## src/rtl/sobel_grad.sv

```systemverilog
// Sobel gradient magnitude on a 3x3 window (centre pixel unused), 3-stage pipeline,
// with thresholded edge flag, matched sync delay and a per-frame edge counter.
module sobel_grad #(
  parameter int THRESH = 128,
  parameter int CNT_W  = 19
) (
  input  logic             clk,
  input  logic             rst,
  input  logic [7:0]       pix_0,
  input  logic [7:0]       pix_1,
  input  logic [7:0]       pix_2,
  input  logic [7:0]       pix_3,
  input  logic [7:0]       pix_5,
  input  logic [7:0]       pix_6,
  input  logic [7:0]       pix_7,
  input  logic [7:0]       pix_8,
  input  logic             in_valid,
  input  logic             hsync_in,
  input  logic             vsync_in,
  output logic [7:0]       mag,
  output logic             edge_flag,   // "edge" is a reserved word in SystemVerilog
  output logic             out_valid,
  output logic             hsync_out,
  output logic             vsync_out,
  output logic [CNT_W-1:0] frame_edges,
  output logic             frame_done
);

  localparam int               STAGES  = 3;
  localparam logic [CNT_W-1:0] CNT_MAX = '1;
  localparam logic [7:0]       THR     = 8'(THRESH);

  typedef struct packed {
    logic hs;
    logic vs;
  } sync_t;

  logic  [STAGES:1] vld_pipe;
  sync_t [STAGES:1] sync_pipe;

  always_ff @(posedge clk or negedge rst) begin
    if (!rst) begin
      vld_pipe  <= '0;
      sync_pipe <= '0;
    end else begin
      vld_pipe  <= {vld_pipe[STAGES-1:1], in_valid};
      sync_pipe <= {sync_pipe[STAGES-1:1], hsync_in, vsync_in};
    end
  end

  // stage 1: each gradient as difference of two 10-bit unsigned sums (max 1020)
  logic [9:0]         gx_pos, gx_neg, gy_pos, gy_neg;
  logic signed [10:0] gx_s1, gy_s1;

  assign gx_pos = 10'(pix_2) + {1'b0, pix_5, 1'b0} + 10'(pix_8);
  assign gx_neg = 10'(pix_0) + {1'b0, pix_3, 1'b0} + 10'(pix_6);
  assign gy_pos = 10'(pix_6) + {1'b0, pix_7, 1'b0} + 10'(pix_8);
  assign gy_neg = 10'(pix_0) + {1'b0, pix_1, 1'b0} + 10'(pix_2);

  always_ff @(posedge clk or negedge rst) begin
    if (!rst) begin
      gx_s1 <= '0;
      gy_s1 <= '0;
    end else begin
      gx_s1 <= $signed({1'b0, gx_pos}) - $signed({1'b0, gx_neg});
      gy_s1 <= $signed({1'b0, gy_pos}) - $signed({1'b0, gy_neg});
    end
  end

  // stage 2: magnitudes; |-1020| still fits in 10 bits
  function automatic logic [9:0] abs11(input logic signed [10:0] v);
    return v[10] ? 10'(-v) : v[9:0];
  endfunction

  logic [9:0] ax_s2, ay_s2;

  always_ff @(posedge clk or negedge rst) begin
    if (!rst) begin
      ax_s2 <= '0;
      ay_s2 <= '0;
    end else begin
      ax_s2 <= abs11(gx_s1);
      ay_s2 <= abs11(gy_s1);
    end
  end

  // stage 3: saturate, gate by valid, threshold
  logic [10:0] sum_s2;
  logic [7:0]  sat_s2;

  assign sum_s2 = {1'b0, ax_s2} + {1'b0, ay_s2};
  assign sat_s2 = (sum_s2 > 11'd255) ? 8'hFF : sum_s2[7:0];

  always_ff @(posedge clk or negedge rst) begin
    if (!rst) begin
      mag       <= '0;
      edge_flag <= 1'b0;
    end else begin
      mag       <= vld_pipe[2] ? sat_s2 : 8'd0;
      edge_flag <= vld_pipe[2] && (sat_s2 >= THR);
    end
  end

  assign out_valid = vld_pipe[STAGES];
  assign hsync_out = sync_pipe[STAGES].hs;
  assign vsync_out = sync_pipe[STAGES].vs;

  // frame counter: an edge coincident with the vsync_out fall belongs to the closing frame
  logic [CNT_W-1:0] cnt, cnt_inc;
  logic             vs_prev, vs_fall;

  assign cnt_inc = (cnt == CNT_MAX) ? cnt : cnt + CNT_W'(edge_flag);
  assign vs_fall = vs_prev & ~vsync_out;

  always_ff @(posedge clk or negedge rst) begin
    if (!rst) begin
      cnt         <= '0;
      vs_prev     <= 1'b0;
      frame_edges <= '0;
      frame_done  <= 1'b0;
    end else begin
      vs_prev    <= vsync_out;
      frame_done <= vs_fall;
      if (vs_fall) begin
        frame_edges <= cnt_inc;
        cnt         <= '0;
      end else begin
        cnt <= cnt_inc;
      end
    end
  end

endmodule

```

## config.mk

```make
export PLATFORM = sky130hd
export DESIGN_NAME = sobel_grad
export DESIGN_NICKNAME = d
export VERILOG_FILES = /design/src/rtl/sobel_grad.sv
export SDC_FILE = /design/constraint.sdc
export NUM_CORES = 1
export LEC_CHECK = 0
export ABC_AREA = 1
export BUFFER_PORTS_ARGS = -buffer_cell sky130_fd_sc_hd__clkbuf_2
export CORE_MARGIN = 2
export CORE_UTILIZATION = 65
export CTS_BUF_LIST = sky130_fd_sc_hd__clkbuf_4 sky130_fd_sc_hd__clkbuf_8
export CTS_CLUSTER_SIZE = 30
export DETAILED_ROUTE_END_ITERATION = 12
export HOLD_SLACK_MARGIN = 0.05
export PLACE_DENSITY = 0.89
export SLEW_MARGIN = 5
export SYNTH_ARGS = -nofsm -noshare
export SYNTH_HDL_FRONTEND = slang
export SYNTH_SLANG_ARGS = --single-unit
```

## constraint.sdc

```tcl
create_clock -name clk -period 5.9 [get_ports clk]
set_clock_uncertainty 0.1 [all_clocks]
set_input_delay 0.295 -clock clk [delete_from_list [all_inputs] [get_ports clk]]
set_output_delay 0.295 -clock clk [all_outputs]
set_load 0.01 [all_outputs]
```

==> results_dict.tcl, run 1 <==
set metrics [dict create \
    synth-seq-cells 99 \
    worstSetupStartpoint "pix_0[0]" \
    cts_sinks 99 \
    die_h_microns 107 \
    power_density_mw_per_mm2 420 \
    finalSetupViolCount 0 \
    fin_crit_ns 3.19 \
    cts_root_buf "clkbuf_8" \
    ant_nets 0 \
    detailed_place_hpwl_microns 10600 \
    max_freq_mhz 313 \
    slew_violations 0 \
    crit_chain "clkbuf_2, fa_1, inv_1, fa_1, inv_1, fa_1, inv_1, ha_1, inv_1, fa_1, o21ai_1, a21oi_1, o21ai_1, xor2_1" \
    synth.distinct_cells 36 \
    grt_setup_unrepaired "no" \
    wl_per_cell_microns 12.9 \
    numCtsBuffers 9 \
    grt-ovfl-total 0 \
    hold_viol 0 \
    core-area_sq_mm 0.0103 \
    place_ws_ns 2.34 \
    vias_per_cell 5.05 \
    worst_pin_slew_ns 0.771 \
    row_count 37 \
    clk_path_buf_depth 2 \
    grt_pass1_vias 5309 \
    grt.total_usage 0.249 \
    ctsResizeCount 0 \
    clock_latency_ns 0.37 \
    final_nets 1047 \
    portBuffers 100 \
    maxCapViolCount 0 \
    critPathTopFamily "adder cells" \
    fin_crit_sh 0.541 \
    htree_levels 3 \
    setup_ws_ns 2.71 \
    endpoint_kind "flop" \
    status "completed" \
    clk_pin_slew_ns 0.10 \
    hold_buffers 4 \
    yosysTopAreaCell "dfrtp_1" \
    power_mw 3.29 \
    syn_area_sq_mm 0.00694 \
    synth_edf_count 0 \
    synth-main-ff-cell "dfrtp_1" \
    vias 5138 \
    critical_path_class "in -> reg" \
    critical-path-max-stage-delay_ns 0.56 \
    worstPathArrival_ns 3.39 \
    first_pass_iters 5 \
    drt-initial-drc-count 280 \
    slew_headroom 0.486 \
    ir_drop_mv 0.240 \
    fin_tns_setup_ns 0 \
    drcViolationCount 0 \
    worstHoldPathType "reg -> reg" \
    ys_async_sr_fraction 1.00 \
    hp-start "sync_pipe[2]" \
    cts_tree "yes" \
    avgSynthCellArea_sq_um 9.03 \
    hold_ws_ns 0.259 \
    p_leak_nw 4.37 \
    cp_num_buf_inv 5 \
    yosys-top-cells-area "dfrtp_1 (36%), fa_1 (18%), inv_1 (12%)" \
    grt_antenna_before_repair 0 \
    num_antenna_cells 0 \
    grt_pass1_wl_microns 22600 \
    syn_inst 768 \
    dieArea_sq_mm 0.0115 \
    yosysTopAreaCellShare 0.357 \
    drt-total-wl_microns 13100 \
    pin_count 101 \
    synth_fp_nets 938 \
    die_w_microns 107 \
    yosysSeqAreaShare 0.357 \
    area_growth_pct 12.8 \
    cp.required_ns 6.10 \
    cp_slowest_cell "fa_1" \
    yosys_warnings 0 \
    post-route-util 0.758 \
    routabilityCongestion 0.898 \
    start_util 0.672 \
    worst-path-max-fanout 3 \
    post_cts.repair.setup_buffers 0 \
    cp-start-kind "input port" \
    r2r-start "edge_flag" \
    grt_max_degree 67 \
    drive_above_1_share 0.162 \
]
## worst paths after layout
kind / endpoint / slack [ns] / cells past startpoint
max: gy_s1[7] / 2.71 / 14
min: vsync_out / 0.26 / 0
max reg2reg: frame_edges[16] / 3.65 / 9
min reg2reg: vsync_out / 0.26 / 0
max in group asynchronous: gy_s1[1] / 4.30 / 3
min in group asynchronous: cnt[11] / 0.30 / 2
## sequential cells by signal, indices dropped and copies added, names as in the netlist, 4 cells and up
signal / count
cnt: 19
frame_edges: 19
gx_s1: 11
gy_s1: 11
ax_s2: 10
ay_s2: 10
mag: 7
sync_pipe: 4
## area by class of cell
type | instances | area [sq um]
Tap cell | 136 | 170
Fill cell | 689 | 2500
Timing Repair Buffer | 106 | 558
Sequential cell | 99 | 2480
Clock inverter | 6 | 71.3
Multi-Input combinational cell | 437 | 3570
Inverter | 224 | 841
Clock buffer | 10 | 138
## power by group
part	switching, mW	internal (mW)
clock	0.237	0.213
sequential	0.130	0.898
combinational	1.08	0.729
## cell families (layout without fill, tap and decap cells)
family          after synthesis  in the layout  synth area share
compound gates               72             72            0.0603
fa+ha+maj                   101            101             0.250
xor+xnor                     46             46            0.0581
flops                        99             99             0.357
buf+inv                     232            346             0.129
simple gates                218            218             0.145
## per-stage QoR
step                      instance area, sq um  std cells
after floorplan                           6940        768
after global placement                    7570        998
after detailed placement                  7570        998
after CTS                                 7820       1018
after global routing                      7820       1018
final                                     7820       1018
## cells in the final DEF (no fill, tap or decap), types with 4 or more instances in the layout
| master | netlist | layout |
|---|---|---|
| nor2_4 | 4 | 4 |
| fa_1 | 63 | 63 |
| a31oi_1 | 9 | 9 |
| o21ai_1 | 7 | 7 |
| ha_1 | 38 | 38 |
| nand2_2 | 5 | 5 |
| nand2_1 | 105 | 105 |
| nor3_1 | 14 | 14 |
| a21oi_1 | 41 | 41 |
| inv_1 | 223 | 223 |
| dfrtp_1 | 99 | 99 |
| xnor2_1 | 10 | 10 |
| nand4_1 | 11 | 11 |
| nor2_1 | 39 | 38 |
| o21ai_0 | 8 | 8 |
| nand3_1 | 26 | 26 |
| clkbuf_8 | 0 | 10 |
| xor2_1 | 36 | 36 |
| dlygate4sd3_1 | 0 | 4 |
| clkbuf_2 | 0 | 99 |
## routing by layer
metal | up-vias | global-route usage | part of all wire
met5 | - | 0 | 0
met4 | 0 | 0.121 | 0.033
met3 | 36 | 0.0236 | 0.037
met2 | 165 | 0.464 | 0.54
met1 | 2429 | 0.286 | 0.39
li1 | 2508 | - | -
## synth_stat cells (4+ instances only)
master / count
nor2_1: 39
nor2_4: 4
nand4_1: 11
inv_1: 223
nand2_1: 105
fa_1: 63
o21ai_1: 7
dfrtp_1: 99
a31oi_1: 9
o21ai_0: 8
nand2_2: 5
xor2_1: 36
xnor2_1: 10
ha_1: 38
nor3_1: 14
a21oi_1: 41
nand3_1: 26
## worst reg2reg max path, cell delays in order (launching register included)
cell	delay, ns
dfrtp_1	0.41
ha_1	0.30
ha_1	0.26
inv_1	0.10
nor2_1	0.30
nand2_1	0.17
o21ai_0	0.18
nand3_1	0.14
nand2_1	0.11
nand2_1	0.07
Note: power is estimated with default switching activity, not from simulation.
==> inputs of run 2 (changes only) <==
--- a/config.mk
+++ b/config.mk
@@ -8,12 +8,12 @@
 export ABC_AREA = 1
 export BUFFER_PORTS_ARGS = -buffer_cell sky130_fd_sc_hd__clkbuf_2
 export CORE_MARGIN = 2
-export CORE_UTILIZATION = 65
+export CORE_UTILIZATION = 60
 export CTS_BUF_LIST = sky130_fd_sc_hd__clkbuf_4 sky130_fd_sc_hd__clkbuf_8
 export CTS_CLUSTER_SIZE = 30
 export DETAILED_ROUTE_END_ITERATION = 12
 export HOLD_SLACK_MARGIN = 0.05
-export PLACE_DENSITY = 0.89
+export PLACE_DENSITY = 0.83
 export SLEW_MARGIN = 5
 export SYNTH_ARGS = -nofsm -noshare
 export SYNTH_HDL_FRONTEND = slang
==> constraint.sdc (replaced) <==
create_clock -name clk -period 3.1 [get_ports clk]
set_clock_uncertainty 0.1 [all_clocks]
set_input_delay 0.155 -clock clk [delete_from_list [all_inputs] [get_ports clk]]
set_output_delay 0.155 -clock clk [all_outputs]
set_load 0.01 [all_outputs]
==> run 2 against run 1 <==
Against the previous run:
- combinational power rose by 100%
- sequential share of layout area fell by 0.67 points
- global-route usage fell by 3.3 points
- worst setup slack got worse by 2.5 ns
- flip-flop and latch count did not move
- critical endpoint is now gx_s1[7]
- largest cell class unchanged
==> results_dict.tcl, run 2 (synthesis results as in run 1) <==
set metrics [dict create \
    status "completed" \
    worstSetupStartpoint "pix_0[0]" \
    clock_latency_ns 0.36 \
    grt_setup_unrepaired "no" \
    grt_antenna_before_repair 0 \
    drive_above_1_share 0.183 \
    r2r-start "edge_flag" \
    area_growth_pct 15.2 \
    power_density_mw_per_mm2 807 \
    drt-total-wl_microns 12500 \
    post_cts.repair.setup_buffers 0 \
    grt_pass1_vias 5168 \
    grt_pass1_wl_microns 22100 \
    max_freq_mhz 345 \
    cp-start-kind "input port" \
    grt-ovfl-total 0 \
    hold_ws_ns 0.156 \
    cp_num_buf_inv 5 \
    finalSetupViolCount 0 \
    met3_length_microns 380 \
    maxCapViolCount 0 \
    cp.required_ns 3.29 \
    instances_no_fill 1045 \
    grt_max_degree 53 \
    fin_tns_setup_ns 0 \
    layout_common_cells "inv_1 (223), nand2_1 (105), dfrtp_1 (99), clkbuf_2 (99), fa_1 (63)" \
    detailed_place_hpwl_microns 10400 \
    final_nets 1067 \
    critPathTopFamily "adder cells" \
    num_antenna_cells 0 \
    ant_nets 0 \
    numCtsBuffers 9 \
    worst-path-max-fanout 3 \
    p_leak_nw 4.47 \
    fillerInstances 828 \
    cts_sinks 99 \
    critical-path-max-stage-delay_ns 0.54 \
    fin_crit_ns 2.90 \
    hold_viol 0 \
    cts_root_buf "clkbuf_8" \
    clk_pin_slew_ns 0.11 \
    cp_slowest_cell "fa_1" \
    worstPathArrival_ns 3.09 \
    core-area_sq_mm 0.0114 \
    portBuffers 100 \
    ir_drop_mv 0.480 \
    fin_crit_sh 0.935 \
    hp-start "pix_0[1]" \
    wl_per_cell_microns 12.0 \
    die_w_microns 112 \
    slew_headroom 0.606 \
    first_pass_iters 5 \
    dieArea_sq_mm 0.0124 \
    grt.total_usage 0.216 \
    row_count 39 \
    dpl.cell_count 1025 \
    slew_violations 0 \
    routed-wl-met2_microns 6640 \
    top_regs "cnt x19, frame_edges x19" \
    drcViolationCount 0 \
    post-route-util 0.703 \
    start_util 0.610 \
    clk_path_buf_depth 2 \
    worst_pin_slew_ns 0.590 \
    htree_levels 3 \
    vias 5108 \
    wl_met1_microns 5310 \
    cts_tree "yes" \
    routabilityCongestion 0.902 \
    critical_path_class "in -> reg" \
    vias_per_cell 4.89 \
    die_h_microns 112 \
    drt-initial-drc-count 296 \
    layout_commonest_cell "inv_1" \
    endpoint_kind "flop" \
    crit_chain "clkbuf_2, fa_1, inv_1, fa_1, inv_1, fa_1, inv_1, ha_1, inv_1, fa_1, o21ai_2, a21oi_1, o21ai_0, xor2_1" \
    top_layer "met4" \
    worstHoldPathType "in -> reg" \
    pin_count 101 \
]
==> run 2: changes by cell type in the layout (fill, tap and decap cells not counted), moves of 2 or more <==
cell,previous run,this run
buf_4,3,22
o21ai_1,7,5
inv_8,1,4
o21ai_2,0,2
==> run 2: through the flow <==
step / total power [mW] / cell area, sq um / worst slack [ns]
after detailed placement: 5.62 / 7740 / -0.252
after floorplan: 4.54 / 6940 / 0.0118
after global placement: 5.46 / 7740 / -0.149
after global routing: 7.09 / 7990 / 0.0264
after CTS: 6.47 / 7980 / 0.106
final: 6.45 / 7990 / 0.201
==> run 2: worst min-delay path, cell delays in order <==
cell and delay, ns:
clkbuf_2 0.09, inv_1 0.17, ha_1 0.17
==> run 2: area by class of cell <==
type / instances / area, sq um / share of cell area
inverter: 224 / 841 / 0.105
clock buffer: 10 / 138 / 0.0172
tap: 143 / 179 / 0.0224
multi-input combinational: 437 / 3570 / 0.447
sequential: 99 / 2480 / 0.310
clock inverter: 6 / 62.6 / 0.00783
timing repair buffer: 126 / 721 / 0.0902
==> run 2: where the power goes <==
group | total, mW | internal (mW) | switching [mW]
clock network | 0.822 | 0.341 | 0.481
logic | 3.68 | 1.60 | 2.08
registers | 1.94 | 1.71 | 0.231
==> run 2: timing repair <==
action | CTS | global route
hold buffers | 4 | 0
setup endpoints to repair | 0 | 3
resized for setup | 0 | 2
hold endpoints to repair | 50 | 0
==> run 2: per-layer routing <==
metal | track usage | vias up
li1 | - | 2558
met1 | 0.275 | 2429
met2 | 0.395 | 104
met3 | 0.0245 | 17
met4 | 0.0560 | 0
met5 | 0 | -
==> run 2: path summary, 6_finish.rpt <==
path	to	slack, ns	cells past startpoint
max in group asynchronous	ay_s2[3]	2.01	3
hold / removal	gy_s1[0]	0.16	3
setup / recovery	gx_s1[7]	0.20	14
min in group asynchronous	frame_edges[16]	0.23	2
setup reg to reg	frame_edges[12]	0.86	8
hold reg to reg	hsync_out	0.26	0
==> inputs of run 3 (changes only) <==
--- a/config.mk
+++ b/config.mk
@@ -8,12 +8,13 @@
 export ABC_AREA = 1
 export BUFFER_PORTS_ARGS = -buffer_cell sky130_fd_sc_hd__clkbuf_2
 export CORE_MARGIN = 2
-export CORE_UTILIZATION = 60
+export CORE_UTILIZATION = 45
 export CTS_BUF_LIST = sky130_fd_sc_hd__clkbuf_4 sky130_fd_sc_hd__clkbuf_8
-export CTS_CLUSTER_SIZE = 30
+export CTS_CLUSTER_DIAMETER = 60
+export CTS_CLUSTER_SIZE = 25
 export DETAILED_ROUTE_END_ITERATION = 12
 export HOLD_SLACK_MARGIN = 0.05
-export PLACE_DENSITY = 0.83
+export PLACE_DENSITY = 0.65
 export SLEW_MARGIN = 5
 export SYNTH_ARGS = -nofsm -noshare
 export SYNTH_HDL_FRONTEND = slang
==> run 3 against run 2 <==
Against the previous run:
- combinational power fell by 1%
- sequential power barely moved
- global-route usage fell by 6.4 points
- via count is 4.9% lower
- die area grew 32%
- critical path type unchanged
- largest cell class unchanged
==> results_dict.tcl, run 3 (synthesis results as in run 1) <==
set metrics [dict create \
    status "completed" \
    fin_crit_sh 0.929 \
    power_density_mw_per_mm2 795 \
    met3_length_microns 313 \
    endpoint_kind "flop" \
    grt.total_usage 0.152 \
    post_cts.repair.setup_buffers 0 \
    r2r_slack_ns 0.89 \
    worst-path-max-fanout 3 \
    maxCapViolCount 0 \
    routabilityCongestion 0.863 \
    hp-start "pix_0[1]" \
    layout_commonest_cell "inv_1" \
    multi_input_area_sq_mm 0.00357 \
    dieArea_sq_mm 0.0164 \
    critical_path_class "in -> reg" \
    grt_pass1_wl_microns 20400 \
    worstHoldPathType "in -> reg" \
    wl_met1_microns 5770 \
    cts_tree "yes" \
    vias 4860 \
    die_h_microns 128 \
    grt_setup_unrepaired "no" \
    grt_antenna_before_repair 0 \
    p_leak_nw 4.47 \
    fin_crit_ns 2.88 \
    power_mw 6.40 \
    ant_nets 0 \
    wl_per_cell_microns 10.8 \
    top_layer "met4" \
    cts_root_buf "clkbuf_8" \
    numCtsBuffers 9 \
    cts_sinks 99 \
    final_cell_area_sq_mm 0.00805 \
    hold_viol 0 \
    dpl.cell_count 1072 \
    worstPathArrival_ns 3.07 \
    layout_common_cells "inv_1 (223), nand2_1 (105), dfrtp_1 (99), clkbuf_2 (99), fa_1 (63)" \
    clk_path_buf_depth 2 \
    row_count 45 \
    slew_violations 0 \
    top_regs "cnt x19, frame_edges x19" \
    die_w_microns 128 \
    rr_worst_depth 9 \
    grt-ovfl-total 0 \
    r2r_end "frame_edges[16]" \
    finalSetupViolCount 0 \
    clock_latency_ns 0.36 \
    detailed_place_hpwl_microns 9950 \
    cp.required_ns 3.29 \
    fillerInstances 1418 \
    min_to "gx_s1[0]" \
    instances_no_fill 1092 \
    drt-total-wl_microns 11800 \
    start_util 0.458 \
    slew_headroom 0.350 \
    first_pass_iters 4 \
    clk_pin_slew_ns 0.08 \
    grt_max_degree 82 \
    post-route-util 0.531 \
    hold_depth 3 \
    grt_pass1_vias 4659 \
    htree_levels 3 \
    worst_pin_slew_ns 0.974 \
    drcViolationCount 0 \
    max_freq_mhz 347 \
    num_antenna_cells 0 \
    ir_drop_mv 0.280 \
    drt-initial-drc-count 162 \
    drive_above_1_share 0.184 \
    routed-wl-met2_microns 5580 \
    final_nets 1069 \
    portBuffers 100 \
    vias_per_cell 4.45 \
    cp-start-kind "input port" \
    area_growth_pct 16.1 \
    core-area_sq_mm 0.0151 \
    r2r-start "edge_flag" \
    seqCellArea_sq_mm 0.00248 \
    dpl_cell_area_sq_mm 0.00780 \
    pin_count 101 \
]
## run 3: cell count changes in the layout (fill, tap and decap cells not counted), sizes merged
| cell | previous run | this run |
|---|---|---|
| inv | 228 | 223 |
| buf | 23 | 25 |
| clkbuf | 109 | 111 |
| clkinvlp | 0 | 2 |
| bufinv | 0 | 1 |
## run 3: timing repair
item	CTS	global route
hold buffers	4	0
endpoints found under the setup margin	0	1
gates resized for setup	0	1
endpoints found under the hold margin	83	0
## run 3: worst max path at each step
stage                     startpoint  endpoint  slack (ns)  cells past startpoint
after floorplan             pix_0[2]  gx_s1[7]        0.01                     10
after global placement      pix_0[2]  gy_s1[7]       -0.15                     11
after CTS                   pix_0[0]  gy_s1[7]        0.16                     14
after detailed placement    pix_0[0]  gy_s1[7]       -0.21                     14
after global routing        pix_0[0]  gx_s1[7]        0.02                     14
final                       pix_0[2]  gx_s1[7]        0.22                     11
## run 3: through the flow
step / hold WS [ns] / TNS, ns / setup WS [ns]
2_1_floorplan: -0.241 / 0 / 0.0118
4_1_cts: 0.155 / 0 / 0.161
5_1_grt: 0.182 / 0 / 0.0247
3_5_place_dp: 0.166 / -1.35 / -0.212
3_3_place_gp: 0.164 / -1.03 / -0.154
6_report: 0.153 / 0 / 0.220
## run 3: critical path, cell delays in order
cell and delay, ns:
clkbuf_2 0.08, inv_1 0.07, fa_1 0.51, fa_1 0.54, inv_1 0.06, fa_1 0.52
fa_1 0.47, o21ai_1 0.24, a21oi_1 0.09, o21ai_0 0.19, xor2_1 0.16
## run 3: cell type report
| class | instances | area share |
|---|---|---|
| sequential | 99 | 0.308 |
| clock inverter | 4 | 0.00622 |
| inverter | 224 | 0.104 |
| timing repair buffer | 128 | 0.0898 |
| clock buffer | 12 | 0.0190 |
| multi-input combinational | 437 | 0.443 |
| tap | 188 | 0.0292 |
## run 3: power by group
group / internal, mW / switching, mW / total, mW
Sequential: 1.71 / 0.224 / 1.93
Combinational: 1.62 / 2.01 / 3.63
Clock: 0.412 / 0.420 / 0.832
Total: 3.74 / 2.66 / 6.40
## run 3: routing by layer
layer  vias up  global-route usage
li1       2556                   -
met1      2208               0.212
met2        87               0.251
met3         9              0.0163
met4         0              0.0472
met5         -                   0
